### config.mk
export PLATFORM = sky130hd
export DESIGN_NAME = bist_6_3_controller_flat
export DESIGN_NICKNAME = d
export VERILOG_FILES = /design/src/rtl/bist_6_3_pkg.sv /design/src/rtl/bist_6_3_controller_if.sv /design/src/rtl/bist_misr.sv /design/src/rtl/bist_6_3_controller.sv /design/src/flat_wrapper.sv
export SDC_FILE = /design/constraint.sdc
export NUM_CORES = 1
export LEC_CHECK = 0
export BUFFER_PORTS_ARGS = -buffer_cell sky130_fd_sc_hd__buf_2
export CAP_MARGIN = 20
export CORE_MARGIN = 2
export CORE_UTILIZATION = 53
export CTS_CLUSTER_SIZE = 40
export DETAILED_ROUTE_END_ITERATION = 8
export GPL_TIMING_DRIVEN = 0
export PLACE_DENSITY = 0.79
export RECOVER_POWER = 50
export SYNTH_ARGS = -nofsm -noshare
export SYNTH_HDL_FRONTEND = slang
export SYNTH_SLANG_ARGS = --single-unit
export TNS_END_PERCENT = 20
### constraint.sdc
create_clock -name clk -period 4.48 [get_ports clk]
set_input_delay 0.896 -clock clk [delete_from_list [all_inputs] [get_ports clk]]
set_output_delay 0.896 -clock clk [all_outputs]
set_load 0.005 [all_outputs]
### src/rtl/bist_6_3_pkg.sv
// Shared types and golden model for the 6:3 counter BIST sequencer.
package bist_6_3_pkg;

  typedef enum logic [1:0] {
    IDLE = 2'd0,
    RUN  = 2'd1,
    DONE = 2'd2
  } state_t;

  localparam int         PATTERN_COUNT = 64;
  localparam logic [5:0] LAST_PATTERN  = 6'd63;
  // The MISR seed is all-ones at whatever width it is built; replicate this bit.
  localparam logic       MISR_SEED_BIT = 1'b1;

  function automatic logic [2:0] popcount6(input logic [5:0] x);
    logic [2:0] c;
    c = '0;
    for (int i = 0; i < 6; i++) c = c + {2'b00, x[i]};
    return c;
  endfunction

endpackage

### src/rtl/bist_6_3_controller_if.sv
// Controller-side bundle: test-controller status/command and CUT pins.
// Signature and SIG_W exist only when BIST_MISR_EN is defined.
interface bist_6_3_controller_if
  import bist_6_3_pkg::*;
#(
  parameter int FAIL_CNT_W = 7
`ifdef BIST_MISR_EN
  , parameter int SIG_W = 16
`endif
) ();
  // start/abort are level-sampled commands with no ready: start acts only in
  // IDLE/DONE, abort only in RUN/DONE; busy/done report the resulting state.
  logic                  start;
  logic                  abort;
  logic [5:0]            cut_x;
  logic [2:0]            cut_o;
  logic                  busy;
  logic                  done;
  logic                  pass;
  logic [FAIL_CNT_W-1:0] fail_count;
  logic [5:0]            first_fail_pat;
  logic [2:0]            first_fail_resp;
  state_t                state;
`ifdef BIST_MISR_EN
  logic [SIG_W-1:0]      signature;

  modport master (input start, abort, cut_o,
                  output cut_x, busy, done, pass, fail_count,
                  first_fail_pat, first_fail_resp, state, signature);
  modport slave  (output start, abort, cut_o,
                  input cut_x, busy, done, pass, fail_count,
                  first_fail_pat, first_fail_resp, state, signature);
`else
  modport master (input start, abort, cut_o,
                  output cut_x, busy, done, pass, fail_count,
                  first_fail_pat, first_fail_resp, state);
  modport slave  (output start, abort, cut_o,
                  input cut_x, busy, done, pass, fail_count,
                  first_fail_pat, first_fail_resp, state);
`endif
endinterface

### src/rtl/bist_misr.sv
// Serial MISR compressing the 3-bit CUT response into an SIG_W-bit signature.
module bist_misr
  import bist_6_3_pkg::*;
#(
  parameter int               SIG_W    = 16,
  parameter logic [SIG_W-1:0] SIG_POLY = 16'h1021
) (
  input  logic             clk,
  input  logic             rst,
  input  logic             clear,
  input  logic             en,
  input  logic [2:0]       din,
  output logic [SIG_W-1:0] sig
);

  always_ff @(posedge clk or posedge rst) begin
    if (rst) begin
      sig <= {SIG_W{MISR_SEED_BIT}};
    end else if (clear) begin
      sig <= {SIG_W{MISR_SEED_BIT}};
    end else if (en) begin
      sig <= {sig[SIG_W-2:0], 1'b0} ^ (sig[SIG_W-1] ? SIG_POLY : '0) ^ SIG_W'(din);
    end
  end

endmodule

### src/rtl/bist_6_3_controller.sv
// BIST sequencer: walks all 64 patterns through the 6:3 counter and checks popcount.
// Optional signature compression is built when BIST_MISR_EN is defined.
module bist_6_3_controller
  import bist_6_3_pkg::*;
#(
  parameter int FAIL_CNT_W   = 7,
  parameter bit STOP_ON_FAIL = 1'b0
`ifdef BIST_MISR_EN
  , parameter int               SIG_W    = 16
  , parameter logic [SIG_W-1:0] SIG_POLY = 16'h1021
`endif
) (
  input logic                    clk,
  input logic                    rst,
  bist_6_3_controller_if.master  bus
);

  localparam logic [FAIL_CNT_W-1:0] FAIL_MAX = '1;

  state_t state;
  logic   mismatch;
  logic   finish_run;
  logic   launch;
  logic   clear_req;

  always_comb begin
    mismatch   = (bus.cut_o != popcount6(bus.cut_x));
    finish_run = (bus.cut_x == LAST_PATTERN) || (STOP_ON_FAIL && mismatch);
    // abort outranks start in DONE; in IDLE abort is ignored entirely
    launch     = bus.start && ((state == IDLE) || (state == DONE && !bus.abort));
    clear_req  = bus.abort && (state != IDLE);
  end

  assign bus.state = state;

  always_ff @(posedge clk or posedge rst) begin
    if (rst) begin
      state               <= IDLE;
      bus.cut_x           <= '0;
      bus.busy            <= 1'b0;
      bus.done            <= 1'b0;
      bus.pass            <= 1'b0;
      bus.fail_count      <= '0;
      bus.first_fail_pat  <= '0;
      bus.first_fail_resp <= '0;
    end else if (clear_req || launch) begin
      state               <= launch ? RUN : IDLE;
      bus.busy            <= launch;
      bus.cut_x           <= '0;
      bus.done            <= 1'b0;
      bus.pass            <= 1'b0;
      bus.fail_count      <= '0;
      bus.first_fail_pat  <= '0;
      bus.first_fail_resp <= '0;
    end else if (state == RUN) begin
      if (mismatch) begin
        if (bus.fail_count != FAIL_MAX) bus.fail_count <= bus.fail_count + 1'b1;
        if (bus.fail_count == '0) begin
          bus.first_fail_pat  <= bus.cut_x;
          bus.first_fail_resp <= bus.cut_o;
        end
      end
      if (finish_run) begin
        state    <= DONE;
        bus.busy <= 1'b0;
        bus.done <= 1'b1;
        bus.pass <= (bus.fail_count == '0) && !mismatch;
      end else begin
        bus.cut_x <= bus.cut_x + 6'd1;
      end
    end
  end

`ifdef BIST_MISR_EN
  bist_misr #(
    .SIG_W    (SIG_W),
    .SIG_POLY (SIG_POLY)
  ) u_misr (
    .clk   (clk),
    .rst   (rst),
    .clear (clear_req || launch),
    .en    ((state == RUN) && !bus.abort),
    .din   (bus.cut_o),
    .sig   (bus.signature)
  );
`endif

endmodule

### src/flat_wrapper.sv
// flat-port wrapper written by rule: the top's interface ports become plain ports
module bist_6_3_controller_flat import bist_6_3_pkg::*;
#(
  parameter int FAIL_CNT_W   = 7,
  parameter bit STOP_ON_FAIL = 1'b0

)
  (clk, rst, bus_start, bus_abort, bus_cut_o, bus_cut_x, bus_busy, bus_done, bus_pass, bus_fail_count, bus_first_fail_pat, bus_first_fail_resp, bus_state);
  bist_6_3_controller_if #(.FAIL_CNT_W(FAIL_CNT_W)) bus_i ();
  input logic clk;
  input logic rst;
  input wire logic [$bits(bus_i.start)-1:0] bus_start;
  input wire logic [$bits(bus_i.abort)-1:0] bus_abort;
  input wire logic [$bits(bus_i.cut_o)-1:0] bus_cut_o;
  output wire logic [$bits(bus_i.cut_x)-1:0] bus_cut_x;
  output wire logic [$bits(bus_i.busy)-1:0] bus_busy;
  output wire logic [$bits(bus_i.done)-1:0] bus_done;
  output wire logic [$bits(bus_i.pass)-1:0] bus_pass;
  output wire logic [$bits(bus_i.fail_count)-1:0] bus_fail_count;
  output wire logic [$bits(bus_i.first_fail_pat)-1:0] bus_first_fail_pat;
  output wire logic [$bits(bus_i.first_fail_resp)-1:0] bus_first_fail_resp;
  output wire logic [$bits(bus_i.state)-1:0] bus_state;
  assign bus_i.start = bus_start;
  assign bus_i.abort = bus_abort;
  assign bus_i.cut_o = bus_cut_o;
  assign bus_cut_x = bus_i.cut_x;
  assign bus_busy = bus_i.busy;
  assign bus_done = bus_i.done;
  assign bus_pass = bus_i.pass;
  assign bus_fail_count = bus_i.fail_count;
  assign bus_first_fail_pat = bus_i.first_fail_pat;
  assign bus_first_fail_resp = bus_i.first_fail_resp;
  assign bus_state = bus_i.state;
  bist_6_3_controller #(.FAIL_CNT_W(FAIL_CNT_W), .STOP_ON_FAIL(STOP_ON_FAIL)) u_core (.clk(clk), .rst(rst), .bus(bus_i));
endmodule
Word level (Yosys, flattened, before mapping)
Cells that the tools add are included.
- add/sub/neg operators: 7
- multiply operators: 0
- divide/modulo/power cells: 0
- order comparisons: 0
- equal/unequal tests: 6
- shifts and indexed selects: 0
- mux-type cells: 28
- bitwise operators: 0
- reduce and logical (&&, ||, !) cells: 20
- operator list (kind ; number):
    $mux W6 ; 7
    $mux W7 ; 4
    $add A3 B1 Y3 ; 4
    $mux W3 ; 4
    $reduce_bool A2 Y1 ; 6
    $mux W1 ; 10
    $add A7 B1 Y7 const B ; 1
    $logic_not A7 Y1 ; 1
    $ne A7 B7 Y1 const B ; 1
    $add A6 B1 Y6 const B ; 1
    $eq A6 B6 Y1 const B ; 1
    $mux W2 ; 3
    $reduce_and A3 Y1 ; 2
    $logic_and A1 B1 Y1 ; 4
    $reduce_and A2 Y1 ; 2
    $ne A3 B3 Y1 ; 1
    $add A1 B1 Y2 ; 1
    $eq A2 B1 Y1 const B ; 1
    $eq A2 B2 Y1 const B ; 1
    $logic_not A1 Y1 ; 2
    $logic_not A2 Y1 ; 1
    $logic_or A1 B1 Y1 ; 2
    $ne A2 B2 Y1 const B ; 1
- flip-flop bits (word level): 27
- bits in latches: 0
- RAM bits: 0
- memory bits (read-only): 0
- output and inout port bits: 27
- word-level logic and storage cells: 69
- memories kept: 0

Logic depth before layout (Yosys ltp)
Gate-level depths: netlist of run 1.
- depth after elaboration: 11
- depth in mapped cells: 11

Worst setup path after synthesis of run 1
OpenSTA, ideal clock, no wires.
- path kind: reg-to-reg
- start: register u_core.bus.cut_x[0]
- end: register u_core.bus.fail_count[4]
- setup time: 0.078 ns
- arrival time: 3.119 ns
- setup slack: 1.284 ns
- cell stages (with the launch flop): 11
- path buffers: 0
- clock period less this slack: 3.196 ns
- cell sequence: dfrtp_1 -> ha_1 -> inv_1 -> fa_1 -> fa_1 -> inv_1 -> fa_1 -> xor2_1 -> o31ai_4 -> or4_1 -> a21oi_1
- longest elaborated chain between the ends: 8
- ends and longest elaborated chain (item ; RTL line ; text):
    from (decl) ; bist_6_3_controller_if.sv:35 ; output cut_x, busy, done, pass, fail_count,
    from (signal assigned) ; bist_6_3_controller.sv:69 ; bus.cut_x <= bus.cut_x + 6'd1;
    $add A1 B1 Y2 ; bist_6_3_pkg.sv:18 ; for (int i = 0; i < 6; i++) c = c + {2'b00, x[i]};
    $add A3 B1 Y3 (4 in series) ; bist_6_3_pkg.sv:18 ;
    $ne A3 B3 Y1 ; bist_6_3_controller.sv:27 ; mismatch = (bus.cut_o != popcount6(bus.cut_x));
    $reduce_bool A2 Y1 (no line) ; -- ;
    $reduce_and A3 Y1 (no line) ; -- ;
    to (signal assigned) ; bist_6_3_controller.sv:57 ; if (bus.fail_count != FAIL_MAX) bus.fail_count <= bus.fail_count + 1'b1;
    to (decl) ; bist_6_3_controller_if.sv:35 ;
Every way passes these cells.
A chain may end at the register's enable or synchronous reset.

Final worst setup path of run 1
- start: register u_core.bus.cut_x[0]
- end: register u_core.bus.first_fail_pat[5] (netlist bit)
- longest elaborated chain between the ends: 8
- ends and longest elaborated chain (item ; RTL line ; text):
    $add A1 B1 Y2 ; bist_6_3_pkg.sv:18 ;
    $add A3 B1 Y3 (4 in series) ; bist_6_3_pkg.sv:18 ;
    $ne A3 B3 Y1 ; bist_6_3_controller.sv:27 ;
    $reduce_bool A2 Y1 (no line) ; -- ;
    $reduce_and A3 Y1 (no line) ; -- ;
    to (signal assigned) ; bist_6_3_controller.sv:59 ; bus.first_fail_pat <= bus.cut_x;
    to (decl) ; bist_6_3_controller_if.sv:36 ; first_fail_pat, first_fail_resp, state);
Every way passes these cells.

==> results of run 1 <==
## cells by family (layout without fill, tap and decap cells)
kind of cell    Yosys count  after routing  share of synthesized area, %
flops                    25             25                         43.78
compound gates           48             48                         21.28
xor+xnor                  6              6                         3.678
fa+ha+maj                 6              6                         6.831
buf+inv                  19             56                         6.304
simple gates             47             47                         18.13
## cell type report
type                       instances  area [sq um]
timing repair buffer              33         161.4
tap                               30         37.54
clock buffer                       3         22.52
clock inverter                     1         7.507
fill                             226         864.6
multi-input combinational        107         713.2
buffer                             8         48.80
inverter                          11         41.29
sequential                        25         625.6
## routing by layer
metal	part of all wire (%)	track usage, %	routed length [microns]	up-vias
met3	8.2	3.256	260	4
met4	0.75	4.762	24	0
li1	-	-	-	624
met5	0	0	0	-
met2	45	32.99	1424	59
met1	46	32.38	1476	625
## state kept, by name (all words and copies together), names as in the netlist
| signal | flops |
|---|---|
| u_core.bus.pass | 1 |
| u_core.bus.state | 1 |
| u_core.bus.cut_x | 6 |
| u_core.bus.busy | 1 |
| u_core.bus.fail_count | 7 |
| u_core.bus.first_fail_resp | 3 |
| u_core.bus.first_fail_pat | 6 |
## placed cells by master, fill, tap and decap left out, types with 2 or more instances in the layout
| cell | instances |
|---|---|
| nand3_1 | 16 |
| nand2_1 | 4 |
| o31ai_1 | 2 |
| nor4_1 | 2 |
| nand4_1 | 3 |
| or4_1 | 2 |
| buf_4 | 2 |
| inv_1 | 11 |
| clkbuf_1 | 5 |
| ha_1 | 3 |
| a21oi_1 | 18 |
| dfrtp_1 | 25 |
| clkbuf_4 | 3 |
| fa_1 | 3 |
| xnor2_1 | 4 |
| xor2_1 | 2 |
| nor2_1 | 8 |
| o21ai_0 | 15 |
| o21a_1 | 2 |
| buf_2 | 32 |
## per-stage QoR
step | util [%] | area (sq um)
final | 65.72 | 1658
after global routing | 65.72 | 1658
after CTS | 65.87 | 1662
after detailed placement | 64.68 | 1632
after global placement | 64.68 | 1632
after floorplan | - | 1429
## tightest hold or removal path, cell delays in order, from the launching register on
cell,delay [ns]
dfrtp_1,0.40
o21ai_0,0.07
a21oi_1,0.06
## power by group
group	internal, uW	total (uW)	switching (uW)	leakage (uW)
Sequential	257	290	33.4	0.000341
Combinational	103	269	166	0.000418
Clock	34.2	108	74.3	0.0000139
Total	394	668	274	0.000773
## cells in the mapped netlist, types with 2 or more instances
library cell,count
dfrtp_1,25
a21oi_1,18
nand3_1,16
o21ai_0,15
inv_1,11
nor2_1,8
nand2_1,4
xnor2_1,4
fa_1,3
ha_1,3
nand4_1,3
buf_2,2
buf_4,2
clkbuf_1,2
nor4_1,2
o21a_1,2
o31ai_1,2
or4_1,2
xor2_1,2
## final timing paths
kind                            slack (ns)  cells after the start                       endpoint
worst max register to register        1.04                     11   u_core.bus.first_fail_pat[5]
max in group asynchronous             3.16                      2   u_core.bus.first_fail_pat[3]
worst min register to register        0.55                      2  u_core.bus.first_fail_resp[0]
worst max-delay path                  1.04                     11   u_core.bus.first_fail_pat[5]
min in group asynchronous             0.75                      2       u_core.bus.fail_count[4]
worst min-delay path                  0.55                      2  u_core.bus.first_fail_resp[0]
==> metrics.txt, run 1 <==
I/O pin count 34; Final Cycle Share 76.80%; Core ar. 0.002522 sq mm; Layout area overhead 16.02%; RR Startpoint u_core.bus.cut_x[0]; # diodes 0; crit path cell chain ha_1, inv_1, fa_1, fa_1, inv_1, fa_1, xor2_1, o31ai_4, clkbuf_2, o21ai_0, a21oi_1; Slew Limit Fails 0; dpl cells 214; Non-Filler Instances 218; Hold Crit Class reg2reg; Die Span Y 55.92 microns; final hold viol count 0; fin nets 202; Synth Instances 151; initial cell density of the core 56.65%; critical path type reg2reg; Post-Syn Nets 164; grt total ovfl 0; CP most frequent cell fa_1; gr usage total 21.52%; fraction of registers with async set or reset after synthesis 100.0%; vias in the first global route 1195; final setup fails 0; CP Capture Type register; post-place setup slack 1.074 ns; CTS tree done; Tmin final 3.441 ns; initial antenna violation count 0; maximum VDD drop 0.0002603 V; total number of yosys warnings 0; hold path startpoint u_core.bus.first_fail_resp[0]; Pwr Total 667.8 uW; Worst Setup SP u_core.bus.cut_x[0]; Most used DFF post-synth dfrtp_1; maxcap violations 0; final worst setup slack 1.039 ns; Synth cell types 44; CP bufs+invs 3; antenna viol nets, final 0; layout cell share with drive strength beyond 1 23.40%; top post-synthesis cells by area dfrtp_1 (44%), a21oi_1 (6.3%), nand3_1 (5.6%); Post-synth EDFFs 0; synthesized area 0.001429 sq mm; CP peak stage delay 0.47 ns; unrepaired setup endpoints after global routing no; post-synthesis sequential area ratio 43.78%; Die ar. 0.003127 sq mm; Least-Margin Pin Slew 0.9422 ns; CTS resizes 0; WP data arrival 3.70 ns; Setup Skew 0.001360 ns; Die W 55.92 microns; reported leakage power 0.0007728 uW; Row Count 18; clk sinks 25; Num CTS Buffers 3; DR iter-0 viols 47; Slew headroom 37.12%; Pwr Density 402.8 mW/mm^2; vias 1312; slowest library cell on the worst path dfrtp_1; clock buffer depth 2; Vias/cell 6.018; CTS Hold Bufs 0; Clk pin slew, worst setup/hold paths 0.15 ns; Final GP Congestion 0.8079; fmax 0.2906 GHz; H-tree depth 1; insertion delay of the later-clocked pin in the worst-skew pair 0.33 ns; # DRC 0; Yosys top cell by area dfrtp_1; Setup crit start kind register; Crit Path Max Fanout 10; status finished, final reports clean; # port buffers 33; first-pass GRT wire length 5554 microns; Yosys top cell area share 43.78%; Fin Setup TNS 0 ns; DRT Pass-1 Iters 4; Yosys reg bits 25; postcts setup bufs 0; Detail Placement HPWL 2352 microns; Worst Path Required 4.74 ns; Avg WL per Cell 14.61 microns; hold_ws 0.5455 ns; Avg Cell Area, Syn 9.463 sq um; top cell family by delay on the critical path adder cells; Root Buffer clkbuf_4; largest net degree at the start of global routing 26; WL final 3185 microns
(Power assumes the default switching activity.)
==> run 2, diff against run 1 <==
--- a/config.mk
+++ b/config.mk
@@ -5,14 +5,15 @@
 export SDC_FILE = /design/constraint.sdc
 export NUM_CORES = 1
 export LEC_CHECK = 0
+export ABC_AREA = 1
 export BUFFER_PORTS_ARGS = -buffer_cell sky130_fd_sc_hd__buf_2
 export CAP_MARGIN = 20
 export CORE_MARGIN = 2
-export CORE_UTILIZATION = 53
+export CORE_UTILIZATION = 48
 export CTS_CLUSTER_SIZE = 40
 export DETAILED_ROUTE_END_ITERATION = 8
 export GPL_TIMING_DRIVEN = 0
-export PLACE_DENSITY = 0.79
+export PLACE_DENSITY = 0.75
 export RECOVER_POWER = 50
 export SYNTH_ARGS = -nofsm -noshare
 export SYNTH_HDL_FRONTEND = slang
==> constraint.sdc (replaced) <==
create_clock -name clk -period 3 [get_ports clk]
set_input_delay 0.6 -clock clk [delete_from_list [all_inputs] [get_ports clk]]
set_output_delay 0.6 -clock clk [all_outputs]
set_load 0.005 [all_outputs]
==> run 2 against run 1 <==
  * Setup slack worse by 1.0 ns
  * Clock power increased by 39%
  * Fmax is 15% higher
  * Cell count is 35% higher
  * Clock-buffer cell count is 1 higher
  * Synthesized area rose by 9.3%
  * Clock skew grew 0.011 ns
  * Non-clock buffer count is 4 higher
  * Critical path depth rose by 2
  * Final area grew 17%
  * Sequential share of layout area is 5.4 points lower
  * Critical path type unchanged
  * Largest cell class unchanged
  * Largest power group is now combinational cells
  * Highest routed layer unchanged
==> metrics.txt, run 2 <==
Final GP Congestion 0.8387 (+3.8%); RR Startpoint u_core.bus.cut_x[1]; Worst Path Required 3.22 ns (-1.52 ns); DRT Pass-1 Iters 4 (unchanged); H-tree depth 1 (unchanged); Vias/cell 4.895 (-19%); Most used DFF post-synth dfrtp_1; R2R Path End u_core.bus.fail_count[1]; most common cell after layout, fill and taps aside nand2_1; I/O pin count 34 (unchanged); critical path type reg2reg; Slew headroom 37.73% (+0.61 points); unrepaired setup endpoints after global routing yes; top-count cell post-synth nand2_1; Reg2Reg Depth 13 (+2); Non-Filler Instances 294 (+35%); # DRC 0 (unchanged); WP data arrival 3.20 ns (-0.50 ns); Detail Placement HPWL 2484 microns (+5.6%); final hold viol count 0 (unchanged); post-place setup slack -0.06668 ns (-1.140 ns); status finished, final reports clean; Post-synth EDFFs 0 (unchanged); Pwr Density 756.8 mW/mm^2 (+88%); Root Buffer clkbuf_4; Avg Cell Area, Syn 7.617 sq um (-20%); Pwr Total 1465 uW (+120%); vias 1439 (+9.7%); Placed Area 0.001782 sq mm (+9.2%); post-synthesis sequential area ratio 40.06% (-3.7 points); slowest library cell on the worst path fa_1; top cell family by delay on the critical path adder cells; maximum VDD drop 0.0003701 V (+42%); Fin Setup TNS 0 ns (unchanged); CP peak stage delay 0.49 ns (+0.02 ns); DR iter-0 viols 36 (-23%); Finished Cell Area 0.001936 sq mm (+17%); Least-Margin Pin Slew 0.9330 ns (-0.009170 ns); vias in the first global route 1277 (+6.9%); layout cell share with drive strength beyond 1 31.20% (+7.8 points); CTS tree done; fmax 0.3356 GHz (+15%); Die ar. 0.003725 sq mm (+19%); Num CTS Buffers 3 (unchanged); Yosys top cell area share 40.06% (-3.7 points); reported leakage power 0.001057 uW (+37%); Setup crit start kind register; fraction of registers with async set or reset after synthesis 100.0% (unchanged); Row Count 20 (+2); Top Registers u_core.bus.fail_count: 7 flops, u_core.bus.cut_x: 6 flops, u_core.bus.first_fail_pat: 6 flops; Synth top cells by count nand2_1 (60), dfrtp_1 (25), nor2_1 (25), inv_1 (22), nand3_1 (21); initial cell density of the core 50.73% (-5.9 points); Yosys top cell by area dfrtp_1; Core ar. 0.003078 sq mm (+22%); Synth cell types 28 (-36%); R2R Setup Slk 0.02 ns (-1.02 ns); # diodes 0 (unchanged); final worst setup slack 0.02036 ns (-1.019 ns); CP Capture Type register; clock buffer depth 2 (unchanged); Post-Syn Nets 218 (+33%); total number of yosys warnings 0 (unchanged); max reg flops 7 (unchanged); top post-synthesis cells by area dfrtp_1 (40%), nand2_1 (14%), nand3_1 (6.7%); crit path cell chain ha_4, inv_2, fa_1, fa_2, inv_2, fa_1, nand2_1, nand2_2, nor2_4, nand3_4, clkbuf_16, nand4_1, nand2_1; most frequent cells in the layout nand2_1 (59), buf_2 (34), dfrtp_1 (25), nor2_1 (24), inv_1 (20); Layout area overhead 23.96%; largest net degree at the start of global routing 26 (unchanged); Clk pin slew, worst setup/hold paths 0.14 ns (about the same); insertion delay of the later-clocked pin in the worst-skew pair 0.31 ns (-0.02 ns); Hold Crit Class in2async; final setup fails 0 (unchanged); maxcap violations 0 (unchanged); Die Span Y 61.04 microns (+9.1%); Biggest register u_core.bus.fail_count; fin nets 264 (+31%); synthesized area 0.001561 sq mm (+9.3%); Final Cycle Share 99.32% (+23 points); first-pass GRT wire length 5671 microns (+2.1%); clk sinks 25 (unchanged); initial antenna violation count 0 (unchanged); Tmin final 2.980 ns (-0.4612 ns); Slew Limit Fails 0 (unchanged); Setup Skew 0.01187 ns (+0.01051 ns); dpl cells 282 (+32%); grt total ovfl 0 (unchanged); Crit Path Max Fanout 6 (-4); WL final 3525 microns (+11%); gr usage total 20.23% (-1.3 points); CP bufs+invs 3 (unchanged); Avg WL per Cell 11.99 microns (-18%); Die W 61.04 microns (+9.1%); Yosys reg bits 25 (unchanged); # port buffers 33 (unchanged); antenna viol nets, final 0 (unchanged); Synth Instances 205 (+36%)
==> run 2: worst max path at each step <==
stage                                   start                           end  slack (ns)  depth (start not counted)
after detailed placement  u_core.bus.cut_x[0]  u_core.bus.first_fail_pat[2]       -0.07                         13
final                     u_core.bus.cut_x[1]      u_core.bus.fail_count[1]        0.02                         13
after floorplan           u_core.bus.cut_x[0]  u_core.bus.first_fail_pat[2]        0.13                         13
after CTS                 u_core.bus.cut_x[0]  u_core.bus.first_fail_pat[2]       0.006                         13
after global placement    u_core.bus.cut_x[0]  u_core.bus.first_fail_pat[2]       -0.01                         13
after global routing      u_core.bus.cut_x[1]      u_core.bus.fail_count[1]       -0.11                         13
==> run 2: metal layers <==
metal  global-route usage [%]  vias up  share of wire (%)
li1                         -      740                  -
met1                    27.67      660                 46
met2                    33.13       37                 48
met3                    3.361        2                5.3
met4                    5.901        0               0.68
met5                        0        -                  0
==> run 2: worst register-to-register path, stage by stage (launching register included) <==
cell and delay [ns]:
dfrtp_1 0.46, ha_4 0.30, inv_2 0.04, fa_1 0.50
fa_2 0.37, inv_2 0.06, fa_1 0.42, nand2_1 0.09
nand2_2 0.07, nor2_4 0.14, nand3_4 0.15, clkbuf_16 0.20
nand4_1 0.06, nand2_1 0.06
==> run 2: per-stage QoR <==
stage,utilization [%],hold WS [ns]
after floorplan,-,0.4654
after global placement,57.89,0.4496
after detailed placement,57.89,0.4540
after CTS,59.80,0.4861
after global routing,62.89,0.5038
final,62.89,0.4678
==> run 2: cells by family after synthesis <==
family,Yosys count,synth area share [%]
AOI/OAI and AO/OA,13,5.048
xor gates and xnor gates,1,0.5610
adders and majority gates,6,6.250
buffers and inverters,32,9.134
DFF,25,40.06
and+or+nand+nor,128,38.94
==> run 2: repair_timing <==
action                                  CTS  global route
hold buffers                              0             0
cloned                                    1             1
setup buffers                             2             4
gates resized for setup                   2            11
endpoints found under the setup margin   11            17
pin swaps                                 1            14
==> run 2: layout make-up <==
cell class	instances	area [sq um]
clock buffers	4	26.28
flip-flops and latches	25	625.6
well taps	44	55.05
repair buffers	40	239.0
fillers	287	1142
multi-input cells	149	843.3
inverters	27	103.9
plain buffers	5	42.54
==> run 2: where the power goes <==
| part | switching (uW) | total, uW | internal (uW) |
|---|---|---|---|
| sequential | 73.6 | 486 | 412 |
| clock | 98.0 | 150 | 51.8 |
| combinational | 497 | 829 | 332 |
| total | 669 | 1460 | 796 |
